<file path="src/rtl/can_tx_scheduler.sv">
// can_tx_scheduler: shares one CAN frame transmitter among NUM_MB transmit
// mailboxes. Grants the pending mailbox with the lowest 11-bit identifier.
// A tie on identifier goes to the lower mailbox index. The winner is handed
// to the transmitter with a one-cycle start pulse. After the outcome pulse the
// block waits out the interframe holdoff, then re-arbitrates.
//
// Optional feature macro: TX_RETRY_LIMIT_EN
//   defined   : after MAX_RETRY failed attempts the mailbox is aborted
//               (grant_abort pulse) and masked until its request drops.
//   undefined : retries are unlimited and grant_abort is tied low. The retry
//               counter still counts, for debug visibility only.

module can_tx_scheduler #(
  parameter int unsigned NUM_MB     = 4,
  parameter int unsigned IFS_CYCLES = 3,
  parameter int unsigned MAX_RETRY  = 8
) (
  input  logic                      clock,
  input  logic                      reset,
  input  logic [NUM_MB-1:0]         req,
  input  logic [11*NUM_MB-1:0]      id,
  output logic                      tx_start,
  output logic [10:0]               tx_id,
  output logic [$clog2(NUM_MB)-1:0] tx_sel,
  input  logic                      tx_busy,
  input  logic                      tx_done,
  input  logic                      tx_arb_lost,
  input  logic                      tx_error,
  output logic [NUM_MB-1:0]         grant_done,
  output logic [NUM_MB-1:0]         grant_abort,
  output logic                      sched_busy
);

  localparam int unsigned SEL_W  = $clog2(NUM_MB);
  localparam int unsigned ID_W   = 11;
  localparam int unsigned HOLD_W = $clog2(IFS_CYCLES + 1);
  localparam int unsigned RTRY_W = 4;

  localparam logic [HOLD_W-1:0] HOLD_INIT = HOLD_W'(IFS_CYCLES);
  localparam logic [HOLD_W-1:0] HOLD_ONE  = HOLD_W'(1);
  localparam logic [RTRY_W-1:0] RTRY_SAT  = RTRY_W'(15);

  typedef enum logic [1:0] {
    ST_IDLE    = 2'd0,
    ST_START   = 2'd1,
    ST_ACTIVE  = 2'd2,
    ST_HOLDOFF = 2'd3
  } state_t;

  state_t              state_q;
  logic                tx_start_q;
  logic [ID_W-1:0]     tx_id_q;
  logic [SEL_W-1:0]    tx_sel_q;
  logic [NUM_MB-1:0]   grant_done_q;
  logic                sched_busy_q;
  logic [RTRY_W-1:0]   retry_q;
  logic [HOLD_W-1:0]   hold_q;

  logic [NUM_MB-1:0]   eligible;
  logic                win_found;
  logic [SEL_W-1:0]    win_sel;
  logic [ID_W-1:0]     win_id;
  logic [NUM_MB-1:0]   sel_onehot;
  logic [RTRY_W-1:0]   retry_inc;

`ifdef TX_RETRY_LIMIT_EN
  localparam logic [RTRY_W-1:0] RETRY_LIMIT = RTRY_W'(MAX_RETRY);

  logic [NUM_MB-1:0]   grant_abort_q;
  logic [NUM_MB-1:0]   mask_q;

  // Aborted mailboxes stay masked until their request is withdrawn.
  always_ff @(posedge clock or posedge reset) begin
    if (reset) begin
      mask_q <= '0;
    end else begin
      mask_q <= (mask_q & req) | grant_abort_q;
    end
  end

  assign eligible    = req & ~mask_q;
  assign grant_abort = grant_abort_q;
`else
  // Without the retry limit MAX_RETRY has no function; sink it explicitly.
  logic [RTRY_W-1:0]   unused_max_retry;
  assign unused_max_retry = RTRY_W'(MAX_RETRY);

  assign eligible    = req;
  assign grant_abort = '0;
`endif

  // Minimum-identifier search; strict compare keeps the lowest index on ties.
  always_comb begin
    win_found = 1'b0;
    win_sel   = '0;
    win_id    = '0;
    for (int i = 0; i < int'(NUM_MB); i++) begin
      if (eligible[i] && (!win_found || (id[ID_W*i +: ID_W] < win_id))) begin
        win_found = 1'b1;
        win_sel   = SEL_W'(i);
        win_id    = id[ID_W*i +: ID_W];
      end
    end
  end

  assign sel_onehot = NUM_MB'(1) << tx_sel_q;
  assign retry_inc  = (retry_q == RTRY_SAT) ? retry_q : retry_q + RTRY_W'(1);

  // Scheduler FSM with registered start, grant and busy outputs.
  always_ff @(posedge clock or posedge reset) begin
    if (reset) begin
      state_q       <= ST_IDLE;
      tx_start_q    <= 1'b0;
      tx_id_q       <= '0;
      tx_sel_q      <= '0;
      grant_done_q  <= '0;
      sched_busy_q  <= 1'b0;
      retry_q       <= '0;
      hold_q        <= '0;
`ifdef TX_RETRY_LIMIT_EN
      grant_abort_q <= '0;
`endif
    end else begin
      tx_start_q    <= 1'b0;
      grant_done_q  <= '0;
`ifdef TX_RETRY_LIMIT_EN
      grant_abort_q <= '0;
`endif
      case (state_q)
        ST_IDLE: begin
          if (win_found) begin
            tx_id_q      <= win_id;
            tx_sel_q     <= win_sel;
            if (win_sel != tx_sel_q) begin
              retry_q <= '0;
            end
            tx_start_q   <= 1'b1;
            sched_busy_q <= 1'b1;
            state_q      <= ST_START;
          end
        end

        ST_START: begin
          state_q <= ST_ACTIVE;
        end

        ST_ACTIVE: begin
          // Failure outranks success when pulses coincide.
          if (tx_error || tx_arb_lost) begin
            hold_q  <= HOLD_INIT;
            state_q <= ST_HOLDOFF;
`ifdef TX_RETRY_LIMIT_EN
            if (retry_inc >= RETRY_LIMIT) begin
              grant_abort_q <= sel_onehot;
              retry_q       <= '0;
            end else begin
              retry_q <= retry_inc;
            end
`else
            retry_q <= retry_inc;
`endif
          end else if (tx_done) begin
            grant_done_q <= sel_onehot;
            retry_q      <= '0;
            hold_q       <= HOLD_INIT;
            state_q      <= ST_HOLDOFF;
          end
        end

        ST_HOLDOFF: begin
          // Countdown pauses while the bus is busy and resumes afterwards.
          if (!tx_busy) begin
            if (hold_q <= HOLD_ONE) begin
              hold_q       <= '0;
              sched_busy_q <= 1'b0;
              state_q      <= ST_IDLE;
            end else begin
              hold_q <= hold_q - HOLD_ONE;
            end
          end
        end

        default: begin
          sched_busy_q <= 1'b0;
          state_q      <= ST_IDLE;
        end
      endcase
    end
  end

  assign tx_start   = tx_start_q;
  assign tx_id      = tx_id_q;
  assign tx_sel     = tx_sel_q;
  assign grant_done = grant_done_q;
  assign sched_busy = sched_busy_q;

endmodule

</file>
<file path="config.mk">
export PLATFORM = sky130hd
export DESIGN_NAME = can_tx_scheduler
export DESIGN_NICKNAME = d
export VERILOG_FILES = /design/src/rtl/can_tx_scheduler.sv
export SDC_FILE = /design/constraint.sdc
export NUM_CORES = 1
export LEC_CHECK = 0
export ABC_AREA = 1
export CORE_MARGIN = 2
export CORE_UTILIZATION = 41
export CTS_BUF_LIST = sky130_fd_sc_hd__clkbuf_16
export DETAILED_ROUTE_END_ITERATION = 8
export GPL_TIMING_DRIVEN = 0
export HOLD_SLACK_MARGIN = 0.02
export PLACE_DENSITY = 0.77
export RECOVER_POWER = 100
export SETUP_SLACK_MARGIN = 0.5
export SLEW_MARGIN = 20
export SYNTH_ARGS = -nofsm -noshare
export SYNTH_HDL_FRONTEND = slang
export SYNTH_SLANG_ARGS = --single-unit
</file>
<file path="constraint.sdc">
create_clock -name clock -period 1.55 [get_ports clock]
set_clock_uncertainty 0.2 [all_clocks]
set_input_delay 0.31 -clock clock [delete_from_list [all_inputs] [get_ports clock]]
set_output_delay 0.31 -clock clock [all_outputs]
set_load 0.02 [all_outputs]
</file>
Yosys cells after proc, flatten, opt, wreduce, memory -nomap -nowiden

Cells that the tools add are included.

$add $sub $neg: 1
Magnitude comparators: 4
Equality and inequality tests: 7
Shifts and indexed selects: 1
Muxes and demuxes: 29
Reductions and logical operators: 17

Operator list:

| operator                                                        | number |
|---|---|
| two-way mux 11 bit                                              | 4 |
| less-than comparator 11 bit                                     | 3 |
| two-way mux 2 bit                                               | 9 |
| two-way mux 4 bit                                               | 3 |
| two-way mux 1 bit                                               | 10 |
| case mux 2 bit (4 select lines)                                 | 1 |
| AND reduction 4 bit                                             | 2 |
| != test 2 bit (second input constant)                           | 3 |
| equality test 2 bit (second input constant)                     | 2 |
| logical OR 1 bit                                                | 4 |
| case mux 2 bit (2 select lines)                                 | 1 |
| nonzero test 2 bit                                              | 2 |
| << shifter 1 x 2 -> 4 bit (first input constant)                | 1 |
| logical AND 1 bit                                               | 3 |
| zero test 1 bit                                                 | 3 |
| != test 3 bit (second input constant)                           | 1 |
| AND reduction 3 bit                                             | 1 |
| equality test 2 x 1 -> 1 bit (second input constant)            | 1 |
| less-or-equal comparator 2 x 1 -> 1 bit (second input constant) | 1 |
| zero test 2 bit                                                 | 1 |
| case mux 1 bit (2 select lines)                                 | 1 |
| AND reduction 2 bit                                             | 1 |
| subtractor 2 x 1 -> 2 bit (second input constant)               | 1 |

Bits in registers: 23
Input port bits: 54
Logic and storage cells: 66

Depth between registers and ports, before layout

Gate-level depths: netlist of the first run.

Depth in word-level cells: 15
Mapped depth: 39
Depth with buffers taken out: 35

Worst setup path after synthesis of the first run

Ideal clock, no wire load.

Path type: input port to flip-flop
Start point: in req[0]
End point: reg tx_id_q[10], in the netlist tx_id[10]
Arrival time: 4.506 ns
Required time: 1.232 ns
Slack: -3.273 ns
Stages on the path: 35
Buffers on the path: 4
Cells stage by stage: clkbuf_1 nand2_1 ha_1 nand2_1 inv_1 nand2_1 nor2_1 nand2_1 nand3_1 nand2_1 nand2_1 clkbuf_1 nand2_1 o21ai_0 ha_1 a21oi_1 nor2_1 a211oi_1 o221a_2 nand2_1 nand2_1 nand2_2 clkbuf_1 nand2_1 o21ai_0 ha_1 a21oi_1 nor2_1 a2111oi_0 nand2_1 nand2_2 buf_4 nand3_1 nand3_1 nand2_1

Longest elaborated chain between the ends: 14
Elaborated cells between the ends (all ways): 21

Ends and longest elaborated chain:

| what                                                           | RTL line | RTL |
|---|---|---|
| start: declaration                                             | 20       | `input logic [NUM_MB-1:0] req,` |
| two-way mux 11 bit or two-way mux 1 bit (tied branches)        | 98       | `if (eligible[i] && (!win_found \|\| (id[ID_W*i +: ID_W] < win_id))) begin` |
| less-than comparator 11 bit or zero test 1 bit (tied branches) | 98       |  |
| logical OR 1 bit                                               | 98       |  |
| logical AND 1 bit                                              | 98       |  |
| two-way mux 11 bit or two-way mux 1 bit (tied branches)        | 98       |  |
| less-than comparator 11 bit or zero test 1 bit (tied branches) | 98       |  |
| logical OR 1 bit                                               | 98       |  |
| logical AND 1 bit                                              | 98       |  |
| two-way mux 11 bit or two-way mux 1 bit (tied branches)        | 98       |  |
| less-than comparator 11 bit or zero test 1 bit (tied branches) | 98       |  |
| logical OR 1 bit                                               | 98       |  |
| logical AND 1 bit                                              | 98       |  |
| two-way mux 1 bit                                              | 98       |  |
| AND reduction 2 bit (no source line)                           | --       |  |
| end signal: assignment                                         | 132      | `tx_id_q <= win_id;` |
| end: declaration                                               | 52       | `logic [ID_W-1:0] tx_id_q;` |

Parallel ways exist; a longest one is shown, timed or not.
A chain may end at the register's enable or synchronous reset.

Worst setup path in the final report of the first run

Ends and elaborated chain as after synthesis.

==> metrics.cfg, run 1 <==
[grt]
grt_usage_pct = 25.8
grt_pass1_wl_um = 12400
first_global_vias = 2777
antenna_found_initial = 0
grt_max_degree = 24
overflow = 0

[power_and_ir_drop]
finalPower_mw = 5.05
power_density_nw_per_um2 = 1210
leakage_nw = 2.01
vdd_drop_max_mv = 0.914

[drt]
wirelength_um = 10400
first_pass_iters = 9
drt_iter0_drc = 279
ant_nets = 0
vias_per_cell = 5.86
drc_errors = 0
detail_route.wl_per_cell_um = 19.7
dr_total_vias = 3098

[timing]
tightest_slew_ns = 0.576
setup_slack_ns = -3.46
finalSetupViolations = 19
relSlewSlack_pct = 61.6
fin_crit_ns = 5.01
drv_slew = 0
whs_ns = 0.313
rsz0062_at_grt = yes
finalCritPeriodShare_pct = 323
hold_violations = 0
max_freq_mhz = 199

[worst_setup_path]
cpMostUsedCell = nand2_1
r2r_cells = 10
cp.required_ns = 1.48
start_kind = primary input
timing.rr.end = hold_q[0]
worstPathMaxFanout = 8
critPathSlowestCell = ha_1
crit_family = simple AND/OR/NAND/NOR gates
endpoint_kind = register
slowest_delay_ns = 0.34
cp_num_buf_inv = 7
crit_type = primary input to register
cp.arrival_ns = 4.95
rrSetupSlack_ns = -0.29
r2r_start = state_q[1]

[logic_synthesis]
synth_cells = 322
seq_area_frac_synth_pct = 26.7
yosys_warnings = 0
avgSynthCellArea_um2 = 6.70
synth_area_um2 = 2160
synth.area.top_cells = dfrtp_1, nand2_1, ha_1
ys_ff_latch = 23
synthDominantCellAreaShare_pct = 26.7
synth_edf_count = 0
synth.largest_area_cell = dfrtp_1
async_flop_share_pct = 100
synthFlopType = dfrtp_1
synth_cell_type_count = 24

[place]
port-buffer-count = 72
gp_congestion = 0.852
dp_hpwl_um = 4840
placedInstanceArea_um2 = 3260
place_ws_ns = -4.34

[die]
rows = 26
initial_core_util_pct = 42.3
dieHeight_um = 76.6
die-area_um2 = 5860
pin_count = 77
core_area_um2 = 5110
fp.dieW_um = 76.6

[clock_tree]
ctsHoldBuffers = 0
cts_max_level = 1
root_buffer = clkbuf_16
clkTransAtPathRegs_ns = 0.06
cts_tree = yes
clockBufferDepth = 2
cts_num_sinks = 23
numCtsBuffers = 3
clk_latency_ns = 0.25

[status]
violations = setup timing
status = complete, but fails checks

[final_layout]
fin_area_um2 = 4160
layout_common_cells = nand2_1, buf_4, nand2_2, clkdlybuf4s50_1, inv_1
final_common_cell = nand2_1
utilization_pct = 81.4
area_growth_pct = 92.6
fillCellCount = 268
fin_nets = 547
antenna_cells = 0
drive_gt1_share_pct = 43.8

[hold_path]
hp-class = register to register
hold-path-endpoint = tx_id[3]
hold_start = tx_id[3]
min_path_cells = 2

[run]
max_cap_viol_count = 0

tightest hold or removal path, delay by kind of cell, from the launching register on:
family	cells	cell delay [ns]
DFF	1	0.34
and+or+nand+nor	2	0.14
per-layer routing:
layer  global-route usage, %  part of all wire, %
met1                    29.4                   36
met2                    47.7                   49
met3                    3.08                  8.3
met4                    11.8                  6.7
met5                       0                    0
sequential cells by signal, summed over array words and instances (netlist names):
name,count
tx_start,1
tx_id,11
sched_busy,1
tx_sel,2
state_q,2
hold_q,2
grant_done,4
Yosys cell counts, types with 4 or more instances:
cell      number
inv_1         36
nand2_1      113
dfrtp_1       23
nor2_1        12
o21ai_0       25
buf_4          5
clkbuf_1       7
nand3_1       32
nor3_1         4
a21oi_1       12
ha_1          33
power by group:
part / internal, mW / switching (mW) / total [mW]
clock network: 0.346 / 0.200 / 0.547
logic: 1.45 / 2.04 / 3.49
registers: 0.861 / 0.154 / 1.02
total: 2.66 / 2.39 / 5.05
cells by family (layout without fill, tap and decap cells):
family / after synthesis / count (layout) / synth area share (%)
AO/OA/AOI/OAI: 45 / 45 / 11.4
flip-flops: 23 / 23 / 26.7
AND/OR/NAND/NOR: 170 / 170 / 32.7
adder cells (fa/ha/maj): 33 / 33 / 19.1
buffers and inverters: 50 / 184 / 9.97
other: 1 / 4 / 0.174
through the flow:
stage               instances  TNS, ns
detailed placement        467   -59.30
global route              529   -47.20
finish                    529   -45.02
CTS                       515   -40.05
global placement          467   -58.53
floorplan                 325   -37.46
worst max path at each step:
| stage | startpoint | endpoint | depth (start not counted) |
|---|---|---|---|
| 2_1_floorplan | req[0] | tx_id[1] | 38 |
| 3_3_place_gp | req[0] | tx_id[1] | 35 |
| 3_5_place_dp | req[0] | tx_id[9] | 37 |
| 4_1_cts | req[0] | tx_id[4] | 36 |
| 5_1_grt | req[0] | tx_id[10] | 37 |
| 6_report | req[0] | tx_id[10] | 36 |
final cells by class:
class	count	area [um2]	area share, %
repair buffers	130	1050	25.2
clock buffers	3	75.1	1.81
clock inverters	1	5.00	0.120
multi-input cells	252	2060	49.5
plain buffers	14	156	3.76
well taps	70	87.6	2.11
inverters	36	151	3.64
flip-flops and latches	23	576	13.8
timing repair:
item | 4_1_cts | 5_1_grt
gates resized for setup | 218 | 87
endpoints found under the setup margin | 65 | 42
gates cloned | 4 | 0
setup buffers | 40 | 14
pin swaps | 47 | 60
Note: power is estimated with default switching activity, not from simulation.
==> run 2, diff against run 1 <==
- REMOVE_ABC_BUFFERS: not set -> 1
==> run 2 against run 1 <==
The flow finishes with violations (DRC, setup timing). Final cell count increased by 5.5%. Setup slack got worse by 0.085 ns. Combinational power increased by 18%. Wire length increased by 39%. Critical path depth decreased by 7. Flip-flop and latch count unchanged. Final area increased by 10%. Power increased by 14%. Clock power increased by 11%. Count of clock-buffer cells in the layout unchanged. Utilization increased by 8.4 points. Global-route usage increased by 3.6 points. Highest routed layer unchanged.
==> metrics.cfg, run 2 (synthesis gave the netlist of run 1 again) <==
[status]
status = complete, but fails checks  ; unchanged
violations = DRC, setup timing  ; was setup timing

[die]
core_area_um2 = 5110  ; unchanged
pin_count = 77  ; unchanged
dieHeight_um = 76.6  ; unchanged
rows = 26  ; unchanged
initial_core_util_pct = 42.3  ; unchanged
die-area_um2 = 5860  ; unchanged
fp.dieW_um = 76.6  ; unchanged

[grt]
grt_usage_pct = 29.4  ; was 25.8%
grt_max_degree = 24  ; unchanged
grt_pass1_wl_um = 13800  ; was 12400 um
antenna_found_initial = 0  ; unchanged
first_global_vias = 3062  ; was 2777
overflow = 0  ; unchanged

[power_and_ir_drop]
leakage_nw = 2.21  ; was 2.01 nW
power_frac_clock_pct = 10.5  ; was 10.8%
seq_power_share_pct = 18.1  ; was 20.1%
finalPower_mw = 5.77  ; was 5.05 mW
p_int_mw = 2.93  ; was 2.66 mW
vdd_drop_max_mv = 0.873  ; was 0.914 mV
p_comb_share_pct = 71.4  ; was 69.1%
swShare_pct = 49.2  ; was 47.4%
power_density_nw_per_um2 = 1260  ; was 1210 nW/um2
switchingPower_mw = 2.84  ; was 2.39 mW

[final_layout]
antenna_cells = 0  ; unchanged
final_common_cell = buf_4  ; was nand2_1
fin_area_um2 = 4590  ; was 4160 um2
layout_common_cells = buf_4, nand2_1, inv_1  ; was nand2_1, buf_4, nand2_2, clkdlybuf4s50_1, inv_1
area_growth_pct = 113  ; was 92.6%
fin_nets = 576  ; was 547
fillCellCount = 181  ; was 268
drive_gt1_share_pct = 52.0  ; was 43.8%
largest_register_ff_count = 11  ; unchanged

[place]
port-buffer-count = 72  ; unchanged
gp_congestion = 0.745  ; was 0.852
placedInstanceArea_um2 = 2900  ; was 3260 um2
dp_hpwl_um = 4080  ; was 4840 um

[drt]
first_pass_iters = 9  ; unchanged
drt_iter0_drc = 484  ; was 279
detail_route.wl_per_cell_um = 25.9  ; was 19.7 um
wirelength_um = 14500  ; was 10400 um
vias_per_cell = 6.49  ; was 5.86
ant_nets = 0  ; unchanged
drc_errors = 1  ; was 0
dr_total_vias = 3624  ; was 3098

[worst_setup_path]
cpMostUsedCell = nand2_2  ; was nand2_1
worstPathMaxFanout = 8  ; unchanged
cp.arrival_ns = 5.05  ; was 4.95 ns
cp.required_ns = 1.50  ; was 1.48 ns
crit_type = primary input to register  ; unchanged
slowest_delay_ns = 0.35  ; was 0.34 ns
rrSetupSlack_ns = -0.31  ; was -0.29 ns
endpoint_kind = register  ; unchanged
critPathSlowestCell = ha_1  ; unchanged
start_kind = primary input  ; unchanged

[run]
max_cap_viol_count = 0  ; unchanged

[timing]
relSlewSlack_pct = 64.8  ; was 61.6%
hold_violations = 0  ; unchanged
finalCritPeriodShare_pct = 329  ; was 323%
whs_ns = 0.312  ; was 0.313 ns
setup_tns_ns = -46.29  ; was -45.02 ns
fin_crit_ns = 5.10  ; was 5.01 ns
finalSetupViolations = 22  ; was 19
rsz0062_at_grt = yes  ; unchanged
tightest_slew_ns = 0.527  ; was 0.576 ns
max_freq_mhz = 196  ; was 199 MHz
setup_slack_ns = -3.55  ; was -3.46 ns
drv_slew = 0  ; unchanged

[clock_tree]
root_buffer = clkbuf_16  ; unchanged
cts_tree = yes  ; unchanged
cts_num_sinks = 23  ; unchanged
clockBufferDepth = 2  ; unchanged
numCtsBuffers = 3  ; unchanged
clk_latency_ns = 0.27  ; was 0.25 ns
clkTransAtPathRegs_ns = 0.07  ; was 0.06 ns
ctsHoldBuffers = 0  ; unchanged
cts_max_level = 1  ; unchanged

[hold_path]
hp-class = register to register  ; unchanged

-- run 2: final timing paths --
| check | start | endpoint | cells past startpoint |
|---|---|---|---|
| max | req[0] | tx_id[0] | 29 |
| min | hold_q[1] | hold_q[0] | 2 |
| max reg2reg | state_q[1] | tx_id[6] | 8 |
| min reg2reg | hold_q[1] | hold_q[0] | 2 |
| max in group asynchronous | reset | hold_q[0] | 2 |
| min in group asynchronous | reset | grant_done[0] | 2 |
-- run 2: worst max-delay path: cells and delay by family --
family / cells / cell delay, ns
adder cells (fa/ha/maj): 3 / 0.83
buffers and inverters: 4 / 0.46
AND/OR/NAND/NOR: 17 / 2.14
AO/OA/AOI/OAI: 5 / 1.27
-- run 2: per-layer routing --
layer / track usage [%] / share of wire, % / wire length, um
met1: 27.6 / 30 / 4380
met3: 6.28 / 11 / 1530
met5: 0 / 0 / 0
met4: 18.4 / 13 / 1840
met2: 56.9 / 46 / 6720
-- run 2: layout make-up --
cell class	instances	area, um2	area share [%]
multi-input cells	257	2320	50.6
repair buffers	168	1370	30.0
flip-flops and latches	23	576	12.5
inverters	36	148	3.22
well taps	70	87.6	1.91
clock buffers	3	75.1	1.64
clock inverters	1	5.00	0.109
-- run 2: metrics by stage --
stage          util, %  setup slack [ns]  std cells
2_1_floorplan        -             -3.02        311
3_3_place_gp      56.7             -4.71        453
3_5_place_dp      56.7             -4.79        453
4_1_cts           79.9             -2.73        543
5_1_grt           89.8             -3.68        558
6_report          89.8             -3.55        558
-- run 2: timing repair --
| action | CTS | global route |
|---|---|---|
| endpoints found under the setup margin | 65 | 42 |
| resized for setup | 324 | 115 |
| cloned | 6 | 1 |
| pin swaps | 51 | 48 |
| buffers inserted | 80 | 14 |
-- run 2: power by group through the flow --
stage | sequential (mW) | combinational [mW] | clock (mW)
finish | 1.04 | 4.12 | 0.605
global route | 1.05 | 4.25 | 0.610
CTS | 1.05 | 3.11 | 0.567
detailed placement | 1.03 | 2.02 | 0
global placement | 1.03 | 1.95 | 0
floorplan | 1.25 | 0.989 | 0
==> run 3, diff against run 2 <==
- CAP_MARGIN: not set -> 5
- CORE_MARGIN: 2 -> 1.5
==> run 3 against run 2 <==
The flow finishes with violations (setup timing). Largest cell class unchanged. Utilization is 8.0 points lower. Non-clock buffer count fell by 28. Critical endpoint is now tx_id[10]. Hold slack got worse by 0.029 ns. Combinational power is 19% lower. Sequential power is essentially flat. Clock power decreased by 10%. Setup slack better by 0.36 ns. Flip-flop and latch count is the same. Critical path depth up 3. Count of clock-buffer cells in the layout unchanged.
==> metrics.cfg, run 3 (synthesis gave the netlist of run 1 again) <==
[drt]
vias_per_cell = 5.49  ; was 6.49
dr_total_vias = 2908  ; was 3624
ant_nets = 0  ; unchanged
drt_iter0_drc = 146  ; was 484
first_pass_iters = 4  ; was 9
wirelength_um = 9630  ; was 14500 um
drc_errors = 0  ; was 1
detail_route.wl_per_cell_um = 18.2  ; was 25.9 um

[grt]
grt_pass1_wl_um = 12000  ; was 13800 um
first_global_vias = 2738  ; was 3062
grt_usage_pct = 27.1  ; was 29.4%
grt_max_degree = 24  ; unchanged
antenna_found_initial = 0  ; unchanged
overflow = 0  ; unchanged

[power_and_ir_drop]
finalPower_mw = 4.90  ; was 5.77 mW
leakage_nw = 2.03  ; was 2.21 nW
vdd_drop_max_mv = 0.567  ; was 0.873 mV
power_density_nw_per_um2 = 1180  ; was 1260 nW/um2

[hold_path]
hold_start = tx_done  ; was hold_q[1]
hp-class = primary input to register  ; was register to register

[die]
die-area_um2 = 5710  ; was 5860 um2
rows = 26  ; unchanged
dieHeight_um = 75.6  ; was 76.6 um
initial_core_util_pct = 42.5  ; was 42.3%
core_area_um2 = 5070  ; was 5110 um2
fp.dieW_um = 75.6  ; was 76.6 um
pin_count = 77  ; unchanged

[clock_tree]
ctsHoldBuffers = 0  ; unchanged
numCtsBuffers = 3  ; unchanged
clockBufferDepth = 2  ; unchanged
clkTransAtPathRegs_ns = 0.06  ; was 0.07 ns
cts_num_sinks = 23  ; unchanged
cts_max_level = 1  ; unchanged
clk_latency_ns = 0.25  ; was 0.27 ns
cts_tree = yes  ; unchanged
root_buffer = clkbuf_16  ; unchanged

[timing]
rsz0062_at_grt = yes  ; unchanged
hold_violations = 0  ; unchanged
tightest_slew_ns = 0.504  ; was 0.527 ns
drv_slew = 0  ; unchanged
relSlewSlack_pct = 66.3  ; was 64.8%
max_freq_mhz = 211  ; was 196 MHz
finalCritPeriodShare_pct = 305  ; was 329%
fin_crit_ns = 4.74  ; was 5.10 ns
setup_slack_ns = -3.19  ; was -3.55 ns
setup_tns_ns = -41.84  ; was -46.29 ns
finalSetupViolations = 19  ; was 22

[worst_setup_path]
cp.arrival_ns = 4.68  ; was 5.05 ns
endpoint_kind = register  ; unchanged
cp.required_ns = 1.49  ; was 1.50 ns
worstPathMaxFanout = 8  ; unchanged
startpoint = req[0]  ; unchanged
r2r_start = state_q[0]  ; was state_q[1]
crit_type = primary input to register  ; unchanged
start_kind = primary input  ; unchanged
slowest_delay_ns = 0.35  ; about the same
critPathSlowestCell = a2111oi_2  ; was ha_1

[final_layout]
fin_nets = 548  ; was 576
fillCellCount = 303  ; was 181
layout_common_cells = nand2_1, buf_4, nand3_1  ; was buf_4, nand2_1, inv_1
area_growth_pct = 92.3  ; was 113%
drive_gt1_share_pct = 47.2  ; was 52.0%
largest_register_ff_count = 11  ; unchanged
final_common_cell = nand2_1  ; was buf_4
antenna_cells = 0  ; unchanged

[place]
port-buffer-count = 72  ; unchanged
dp_hpwl_um = 4190  ; was 4080 um
gp_congestion = 0.782  ; was 0.745

[status]
status = complete, but fails checks  ; unchanged
violations = setup timing  ; was DRC, setup timing

[run]
max_cap_viol_count = 0  ; unchanged

-- run 3: cell types whose count changed in the layout (fill, tap and decap cells not counted), sizes merged --
cell / previous run / this run
buf: 114 / 86
clkinv: 1 / 0
inv: 34 / 35
-- run 3: worst paths after layout --
check,endpoint,depth (start not counted),slack (ns)
setup / recovery,tx_id[10],32,-3.19
hold / removal,grant_done[2],3,0.28
setup reg to reg,hold_q[1],8,-0.06
hold reg to reg,tx_id[3],2,0.29
max in group asynchronous,tx_id[10],2,0.49
min in group asynchronous,grant_done[1],2,0.36
-- run 3: repair_timing --
action / in CTS / in global routing
setup buffers: 54 / 12
resized for setup: 326 / 82
gates cloned: 6 / 1
pin swaps: 61 / 53
setup endpoints to repair: 65 / 42
endpoints found under the hold margin: 0 / 0
-- run 3: stage by stage --
stage	utilization [%]	cell area (um2)	instances	setup slack (ns)	hold WS, ns
3_5_place_dp	57.1	2900	453	-4.84	0.265
2_1_floorplan	-	2090	311	-3.02	0.112
6_report	81.8	4150	530	-3.19	0.283
4_1_cts	76.3	3870	517	-2.73	0.245
5_1_grt	81.8	4150	530	-3.37	0.291
3_3_place_gp	57.1	2900	453	-4.74	0.263
-- run 3: cell type report --
type                       count  area (um2)  area share [%]
multi-input combinational    257        2150            51.9
clock buffer                   3        75.1            1.81
tap                           70        87.6            2.11
timing repair buffer         140        1110            26.7
clock inverter                 1        3.75          0.0904
sequential                    23         576            13.9
inverter                      36         148            3.56
-- run 3: worst max-delay path, delay by kind of cell --
family,cells,cell delay [ns]
buffers and inverters,2,0.19
and+or+nand+nor,20,2.13
AOI/OAI and AO/OA,7,1.22
adders and majority gates,3,0.81
-- run 3: power by group --
group	internal, mW	switching, mW	total (mW)
clock	0.344	0.200	0.544
sequential	0.861	0.158	1.02
combinational	1.44	1.90	3.33
total	2.64	2.25	4.90
-- run 3: per-layer routing --
metal	track usage (%)	share of wire (%)	vias up	wire length, um
met3	3.44	5.7	53	545
li1	-	-	1338	-
met1	28.5	35	1360	3370
met5	0	0	-	0
met4	9.33	5.5	0	531
met2	54.6	54	157	5190
